[src/rtl/fsl_rx_packet_fifo.sv]
// ---------------------------------------------------------------------------
// fsl_rx_packet_fifo
// Receive-side FSL FIFO with first-word fall-through output and per-packet
// statistics gathered on the write side.
//
// Ports
//   gclk            : single clock, rising edge
//   reset           : asynchronous, active-high reset
//   fsl_m_write     : upstream write strobe
//   fsl_m_data      : upstream write data
//   fsl_m_control   : upstream control bit, 1 marks the last word of a packet
//   fsl_m_full      : FIFO full, back-pressure to upstream
//   fsl_s_read      : downstream pop strobe
//   fsl_s_exists    : FIFO holds at least one word
//   fsl_s_data      : head-of-FIFO data (zero when empty)
//   fsl_s_control   : head-of-FIFO control bit (zero when empty)
//   pkt_done        : one-cycle pulse after a packet-end word is accepted
//   pkt_len         : word count of the last completed packet (saturates at 255)
//   pkt_sum         : 16-bit wrapping sum of data[15:0] of the last packet
//   pkt_count       : number of completed packets (wrapping)
//   overflow        : sticky, write attempted while full
//   underflow       : sticky, read attempted while empty
// ---------------------------------------------------------------------------
module fsl_rx_packet_fifo #(
  parameter int unsigned FSL_D_WIDTH = 32,
  parameter int unsigned DEPTH       = 8
) (
  input  logic                   gclk,
  input  logic                   reset,
  input  logic                   fsl_m_write,
  input  logic [FSL_D_WIDTH-1:0] fsl_m_data,
  input  logic                   fsl_m_control,
  output logic                   fsl_m_full,
  input  logic                   fsl_s_read,
  output logic                   fsl_s_exists,
  output logic [FSL_D_WIDTH-1:0] fsl_s_data,
  output logic                   fsl_s_control,
  output logic                   pkt_done,
  output logic [7:0]             pkt_len,
  output logic [15:0]            pkt_sum,
  output logic [7:0]             pkt_count,
  output logic                   overflow,
  output logic                   underflow
);

  localparam int unsigned AW = (DEPTH > 1) ? $clog2(DEPTH) : 1;
  localparam int unsigned CW = AW + 1;
  localparam int unsigned EW = FSL_D_WIDTH + 1;

  // Storage: {control, data} per entry
  logic [EW-1:0] mem [DEPTH];

  logic [AW-1:0] wr_ptr;
  logic [AW-1:0] rd_ptr;
  logic [CW-1:0] count;
  logic [CW-1:0] count_nxt;
  logic          full_q;
  logic          exists_q;

  logic          wr_acc;
  logic          rd_acc;
  logic [EW-1:0] head_word;

  logic [7:0]    run_len;
  logic [15:0]   run_sum;
  logic [7:0]    len_inc;
  logic [15:0]   sum_inc;
  logic [15:0]   word_lo;

  // Handshake qualification; full/exists come only from registered state
  always_comb begin
    wr_acc = fsl_m_write & ~full_q;
    rd_acc = fsl_s_read & exists_q;
  end

  // Next occupancy; a dropped write never changes the count
  always_comb begin
    count_nxt = count;
    case ({wr_acc, rd_acc})
      2'b10:   count_nxt = count + CW'(1);
      2'b01:   count_nxt = count - CW'(1);
      default: count_nxt = count;
    endcase
  end

  // Pointers, occupancy and the registered full/exists flags
  always_ff @(posedge gclk or posedge reset) begin
    if (reset) begin
      wr_ptr   <= '0;
      rd_ptr   <= '0;
      count    <= '0;
      full_q   <= 1'b0;
      exists_q <= 1'b0;
    end else begin
      if (wr_acc) wr_ptr <= wr_ptr + AW'(1);
      if (rd_acc) rd_ptr <= rd_ptr + AW'(1);
      count    <= count_nxt;
      full_q   <= (count_nxt == CW'(DEPTH));
      exists_q <= (count_nxt != '0);
    end
  end

  // Storage array; contents need no reset because the pointers define validity
  always_ff @(posedge gclk) begin
    if (wr_acc && !reset) begin
      mem[wr_ptr] <= {fsl_m_control, fsl_m_data};
    end
  end

  // First-word fall-through head, forced to zero when empty
  always_comb begin
    head_word = mem[rd_ptr];
    if (exists_q) begin
      fsl_s_data    = head_word[FSL_D_WIDTH-1:0];
      fsl_s_control = head_word[EW-1];
    end else begin
      fsl_s_data    = '0;
      fsl_s_control = 1'b0;
    end
  end

  assign fsl_m_full   = full_q;
  assign fsl_s_exists = exists_q;

  // Running totals including the word currently being accepted
  always_comb begin
    word_lo = 16'(fsl_m_data);
    len_inc = (run_len == 8'hFF) ? 8'hFF : run_len + 8'd1;
    sum_inc = run_sum + word_lo;
  end

  // Packet statistics track accepted writes only, independent of reads
  always_ff @(posedge gclk or posedge reset) begin
    if (reset) begin
      run_len   <= '0;
      run_sum   <= '0;
      pkt_done  <= 1'b0;
      pkt_len   <= '0;
      pkt_sum   <= '0;
      pkt_count <= '0;
    end else begin
      pkt_done <= 1'b0;
      if (wr_acc) begin
        if (fsl_m_control) begin
          pkt_len   <= len_inc;
          pkt_sum   <= sum_inc;
          pkt_count <= pkt_count + 8'd1;
          pkt_done  <= 1'b1;
          run_len   <= '0;
          run_sum   <= '0;
        end else begin
          run_len <= len_inc;
          run_sum <= sum_inc;
        end
      end
    end
  end

  // Sticky error flags, cleared only by reset
  always_ff @(posedge gclk or posedge reset) begin
    if (reset) begin
      overflow  <= 1'b0;
      underflow <= 1'b0;
    end else begin
      if (fsl_m_write && full_q)    overflow  <= 1'b1;
      if (fsl_s_read && !exists_q)  underflow <= 1'b1;
    end
  end

endmodule

[config.mk]
export PLATFORM = sky130hd
export DESIGN_NAME = fsl_rx_packet_fifo
export DESIGN_NICKNAME = d
export VERILOG_FILES = /design/src/rtl/fsl_rx_packet_fifo.sv
export SDC_FILE = /design/constraint.sdc
export NUM_CORES = 1
export LEC_CHECK = 0
export CORE_MARGIN = 3
export CORE_UTILIZATION = 30
export CTS_CLUSTER_SIZE = 30
export DETAILED_ROUTE_END_ITERATION = 6
export GPL_TIMING_DRIVEN = 0
export PLACE_DENSITY = 0.57
export RECOVER_POWER = 25
export SLEW_MARGIN = 25
export SYNTH_ARGS = -nofsm -noshare
export SYNTH_HDL_FRONTEND = slang
export SYNTH_SLANG_ARGS = --single-unit
[constraint.sdc]
create_clock -name gclk -period 6.75 [get_ports gclk]
set_input_delay 1.0125 -clock gclk [delete_from_list [all_inputs] [get_ports gclk]]
set_output_delay 1.0125 -clock gclk [all_outputs]
set_load 0.005 [all_outputs]
==> impl_metrics.json, run 1 <==
{
  "status": "finished, final reports clean",
  "die_w_um": 220,
  "cpMaxStageDelayCell": "buf_1",
  "crit_type": "register to output pin",
  "ys.flop_type": "edfxtp_1",
  "worstSetupEndpointType": "output pin",
  "clockBufferDepth": 3,
  "fin_crit_ps": 4430,
  "drv_slew": 0,
  "ios": 107,
  "timing.fmax_ghz": 0.226,
  "placed_cells": 1539,
  "cts_buffers": 35,
  "ys.warnings.count": 0,
  "maxCapViolations": 0,
  "arrival_ps": 3410,
  "instances_no_fill": 1603,
  "synth.area.top_cells": "edfxtp_1 (58%), dfrtp_1 (13%), mux4_2 (11%)",
  "synth_seq_cells": 335,
  "grt_pass1_vias": 7842,
  "syn_inst": 795,
  "clock_skew_ps": 26.0,
  "postCtsSetupBuffers": 0,
  "placement.io_buffers": 106,
  "root_buffer": "clkbuf_16",
  "vias": 7613,
  "power_density_mw_per_mm2": 410,
  "die_h_um": 220,
  "crit_path_max_fanout": 10,
  "yosysTopAreaCell": "edfxtp_1",
  "rows": 77,
  "grt_max_degree": 53,
  "irDropWorstVdd_mv": 0.231,
  "die_area_sq_mm": 0.0483,
  "wl_um": 32100,
  "seq_area_frac_synth": 0.707,
  "worst_pin_slew_ps": 1250,
  "setup-tns-final_ps": 0,
  "syn_area_sq_mm": 0.0137,
  "htreeDepth": 2,
  "gp_congestion": 0.763,
  "initial_core_util": 0.307,
  "coreArea_sq_mm": 0.0447,
  "wire_per_inst_um": 20.0,
  "setup_viol": 0,
  "final_nets": 1043,
  "vias_per_cell": 4.75,
  "yosysTopAreaCellShare": 0.578,
  "worstPathRequired_ps": 5740,
  "hpwl_um": 22200,
  "final_cell_mix": "edfxtp_1 (264), clkdlybuf4s50_1 (82), dfrtp_1 (71)",
  "clock_latency_ps": 530,
  "drtPass1Iterations": 5,
  "cts-resized-gates": 0,
  "regToRegSetupSlack_ps": 3640,
  "initialDrtViolationCount": 513,
  "grt_pass1_wl_um": 49100,
  "crit_path_max_incr_delay_ps": 580,
  "crit_family": "buffers and inverters",
  "syn_avg_cell_area_sq_um": 17.3,
  "final_common_cell": "edfxtp_1",
  "clkSinkCount": 335,
  "reg2reg_from": "fsl_m_full$_DFF_PP0_",
  "crit_chain": "buf_1, clkbuf_1, mux4_2, mux2i_1, nor2_1, clkdlybuf4s50_1",
  "rsz0062_at_grt": "no",
  "worst-path-buf-inv": 3,
  "cp-start-kind": "register",
  "slew_headroom": 0.159,
  "reg2reg_depth": 10,
  "min_delay_path_depth": 1,
  "post-route-period-util": 0.656,
  "min-delay-start": "pkt_count[7]$_DFFE_PP0P_",
  "p_leak_nw": 6.09,
  "min_to": "pkt_count[7]$_DFFE_PP0P_",
  "nFillCells": 4186,
  "synthArstFlopShare": 0.212,
  "drive_gt1_frac": 0.194,
  "worstSetupStartpoint": "rd_ptr[1]$_DFFE_PP0P_",
  "totalPowerFinal_mw": 6.99,
  "drc_errors": 0,
  "cts_tree": "yes",
  "clk_pin_slew_worst_paths_ps": 60,
  "worstReg2RegEnd": "fsl_m_full$_DFF_PP0_",
  "synth_nets": 854,
  "diodes": 0,
  "ys_types": 50,
  "hp-class": "register to register",
  "hold_viol_final": 0,
  "ant_nets": 0,
  "track_usage": 0.134,
  "cts_hold_buf": 0,
  "synth_edf_count": 264,
  "grt_overflow": 0,
  "antenna_found_initial": 1,
  "area_delta_synth_final_pct": 24.3
}
## layer usage
layer,GRT usage,vias up,part of all wire
met5,0,-,0
met4,0.0322,0,0.017
met3,0.0236,41,0.049
met2,0.210,189,0.46
met1,0.196,3889,0.47
li1,-,3494,-
## area by class of cell
cell class / count / area (sq um) / area share
well taps: 592 / 741 / 0.0434
inverters: 7 / 27.5 / 0.00161
clock inverters: 20 / 153 / 0.00895
plain buffers: 39 / 158 / 0.00924
flip-flops and latches: 335 / 9700 / 0.569
clock buffers: 44 / 941 / 0.0552
repair buffers: 152 / 1440 / 0.0847
multi-input cells: 414 / 3890 / 0.228
## power by group
group,leakage [nW],switching [mW],internal [mW],total [mW]
sequential,3.27,0.154,2.53,2.68
combinational,2.30,1.19,1.27,2.46
clock,0.517,0.801,1.04,1.84
## Yosys cell counts (11+ instances only)
cell type	count
nor2_1	56
a22o_1	11
nand2_1	61
ha_1	21
mux2i_1	34
dfrtp_1	71
o21ai_0	16
mux4_2	66
xnor2_1	21
clkbuf_1	25
a21oi_1	19
edfxtp_1	264
## worst register-to-register path, delay by kind of cell (launching register included)
family          cells  cell delay, ps
compound gates      1             390
xor+xnor            1             170
fa+ha+maj           1             310
buf+inv             4            1320
flops               1             380
simple gates        3             420
## worst max-delay path by stage
stage                                      end  slack [ps]  depth (start not counted)
after global routing             fsl_s_data[3]        2140                          6
after detailed placement  fsl_m_full$_DFF_PP0_        2420                         11
after global placement    mem[4][18]$_DFFE_PP_       -3100                          5
after floorplan            mem[3][0]$_DFFE_PP_        1240                          3
after CTS                        fsl_s_data[6]        2250                          6
final                            fsl_s_data[2]        2320                          6
## kinds of logic after synthesis
| family | Yosys count | share of synthesized area |
|---|---|---|
| flip-flops | 335 | 0.707 |
| AND/OR/NAND/NOR | 163 | 0.0536 |
| multiplexers | 108 | 0.140 |
| AO/OA/AOI/OAI | 92 | 0.0472 |
| buffers and inverters | 46 | 0.0132 |
| XOR/XNOR | 29 | 0.0185 |
| adder cells (fa/ha/maj) | 22 | 0.0206 |
## sequential cells by signal (all words and copies together), names as in the netlist
register	cells
fsl_s_exists	1
mem	264
pkt_sum	16
pkt_len	8
underflow	1
run_sum	16
run_len	8
fsl_m_full	1
overflow	1
pkt_done	1
count	4
wr_ptr	3
pkt_count	8
rd_ptr	3
## per-stage QoR
stage	util	hold WS, ps	instance area, sq um	setup slack (ps)
after floorplan	-	443	13700	1240
after global placement	0.347	440	15500	-3100
after detailed placement	0.357	445	16000	2420
after CTS	0.381	469	17100	2250
after global routing	0.382	473	17100	2140
final	0.382	465	17100	2320
Power figures use the tool's default switching activity.
==> run 2: changes to the inputs <==
PLACE_DENSITY = 0.58   (was 0.57)
clock period = 3.7 ns   (was 6.75 ns; I/O delays follow)
==> impl_metrics.json, run 2 (synthesis results as in run 1) <==
{
  "clk_pin_slew_worst_paths_ps": 60,
  "status": "finished, final reports clean",
  "wire_per_inst_um": 20.0,
  "initial_core_util": 0.307,
  "drive_gt1_frac": 0.182,
  "dpl_cell_area_sq_mm": 0.0160,
  "drc_errors": 0,
  "grt_pass1_wl_um": 48900,
  "postCtsSetupBuffers": 0,
  "root_buffer": "clkbuf_16",
  "die_w_um": 220,
  "placement.io_buffers": 106,
  "irDropWorstVdd_mv": 0.500,
  "totalPowerFinal_mw": 13.0,
  "ios": 107,
  "grt_max_degree": 31,
  "p_leak_nw": 6.09,
  "final_nets": 1025,
  "swShare": 0.302,
  "grt_pass1_vias": 7976,
  "setup-tns-final_ps": 0,
  "drtPass1Iterations": 5,
  "reg2reg_from": "fsl_m_full$_DFF_PP0_",
  "worstSetupEndpointType": "output pin",
  "cts_tree": "yes",
  "htreeDepth": 2,
  "nFillCells": 4147,
  "drv_slew": 0,
  "grt_overflow": 0,
  "final_cell_mix": "edfxtp_1 (264), clkdlybuf4s50_1 (82), dfrtp_1 (71)",
  "post-route-period-util": 0.946,
  "diodes": 0,
  "initialDrtViolationCount": 587,
  "antenna_found_initial": 1,
  "clock_skew_ps": 16.1,
  "timing.fmax_ghz": 0.286,
  "setup_viol": 0,
  "clkSinkCount": 335,
  "slew_headroom": 0.479,
  "clkPwrFrac": 0.274,
  "cp-start-kind": "register",
  "final_core_util": 0.384,
  "hpwl_um": 21700,
  "power.internal_mw": 9.09,
  "clockBufferDepth": 3,
  "reg.largest.list": "mem (264), pkt_sum (16), run_sum (16)",
  "fin_crit_ps": 3500,
  "crit_type": "register to output pin",
  "maxCapViolations": 0,
  "final_common_cell": "edfxtp_1",
  "hold_viol_final": 0,
  "area_delta_synth_final_pct": 25.2,
  "die_h_um": 220,
  "worstSetupStartpoint": "rd_ptr[0]$_DFFE_PP0P_",
  "track_usage": 0.134,
  "gp_congestion": 0.782,
  "p_sw_mw": 3.93,
  "vias_per_cell": 4.79,
  "arrival_ps": 2950,
  "ant_nets": 0,
  "worstPathRequired_ps": 3140,
  "pwr-share-seq": 0.376,
  "hp-class": "register to register",
  "vias": 7585,
  "coreArea_sq_mm": 0.0447,
  "die_area_sq_mm": 0.0483,
  "largest_register_ffs": 264,
  "power_frac_comb": 0.349,
  "top_register": "mem",
  "min-delay-start": "pkt_count[7]$_DFFE_PP0P_",
  "worst_pin_slew_ps": 782,
  "cts_buffers": 35,
  "cts_hold_buf": 0,
  "crit_path_max_fanout": 10,
  "wl_um": 31600,
  "clock_latency_ps": 530,
  "rows": 77,
  "fin_area_sq_mm": 0.0172,
  "power_density_mw_per_mm2": 758
}
[run 2: cell count changes in the layout (fill, tap and decap cells not counted), sizes merged]
cell,before,now
clkdlybuf4s15,0,1
clkinvlp,7,1
buf,60,39
bufinv,1,5
inv,6,8
[run 2: final timing paths]
path / cells past startpoint / slack, ps / end
setup / recovery: 7 / 200 / fsl_s_data[23]
hold reg to reg: 1 / 460 / pkt_count[7]$_DFFE_PP0P_
hold / removal: 1 / 460 / pkt_count[7]$_DFFE_PP0P_
setup reg to reg: 10 / 530 / fsl_m_full$_DFF_PP0_
max in group asynchronous: 4 / 2220 / pkt_sum[9]$_DFFE_PP0P_
min in group asynchronous: 2 / 740 / wr_ptr[2]$_DFFE_PP0P_
[run 2: worst max-delay path: stages (launching register included)]
cell and delay, ps:
dfrtp_1 340, clkbuf_1 190, buf_4 270, buf_4 300
mux4_2 530, mux2i_1 260, nor2_1 70, clkdlybuf4s50_1 460
[run 2: area by class of cell]
| cell class | instances | area [sq um] | area share |
|---|---|---|---|
| buffer | 39 | 186 | 0.0109 |
| clock buffer | 42 | 902 | 0.0525 |
| clock inverter | 20 | 256 | 0.0149 |
| inverter | 7 | 30.0 | 0.00175 |
| multi-input combinational | 414 | 3940 | 0.229 |
| sequential | 335 | 9700 | 0.565 |
| tap | 592 | 741 | 0.0431 |
| timing repair buffer | 134 | 1420 | 0.0828 |
[run 2: power by group through the flow]
stage	combinational (mW)	sequential, mW	clock (mW)
floorplan	2.62	4.92	0
global placement	4.47	4.98	0
detailed placement	4.62	4.97	0
CTS	4.67	4.90	3.67
global route	5.01	4.96	3.82
finish	4.55	4.90	3.57
[run 2: metrics by stage]
stage	setup WS (ps)	hold WS [ps]	std cells
3_5_place_dp	-176	456	1521
2_1_floorplan	321	443	795
5_1_grt	-1.03	476	1583
4_1_cts	9.91	469	1583
6_report	200	462	1583
3_3_place_gp	-2240	441	1493
[run 2: routing by layer]
layer  part of all wire  wire length (um)  track usage  vias up
met5                  0                 0            0        -
met3              0.056              1790       0.0274       38
li1                   -                 -            -     3461
met1               0.47             14900        0.195     3897
met4              0.015               487       0.0311        0
met2               0.46             14500        0.207      189
[run 2: repair_timing]
action / in CTS / in global routing
gates cloned: 0 / 0
resized for setup: 11 / 7
setup endpoints to repair: 29 / 15
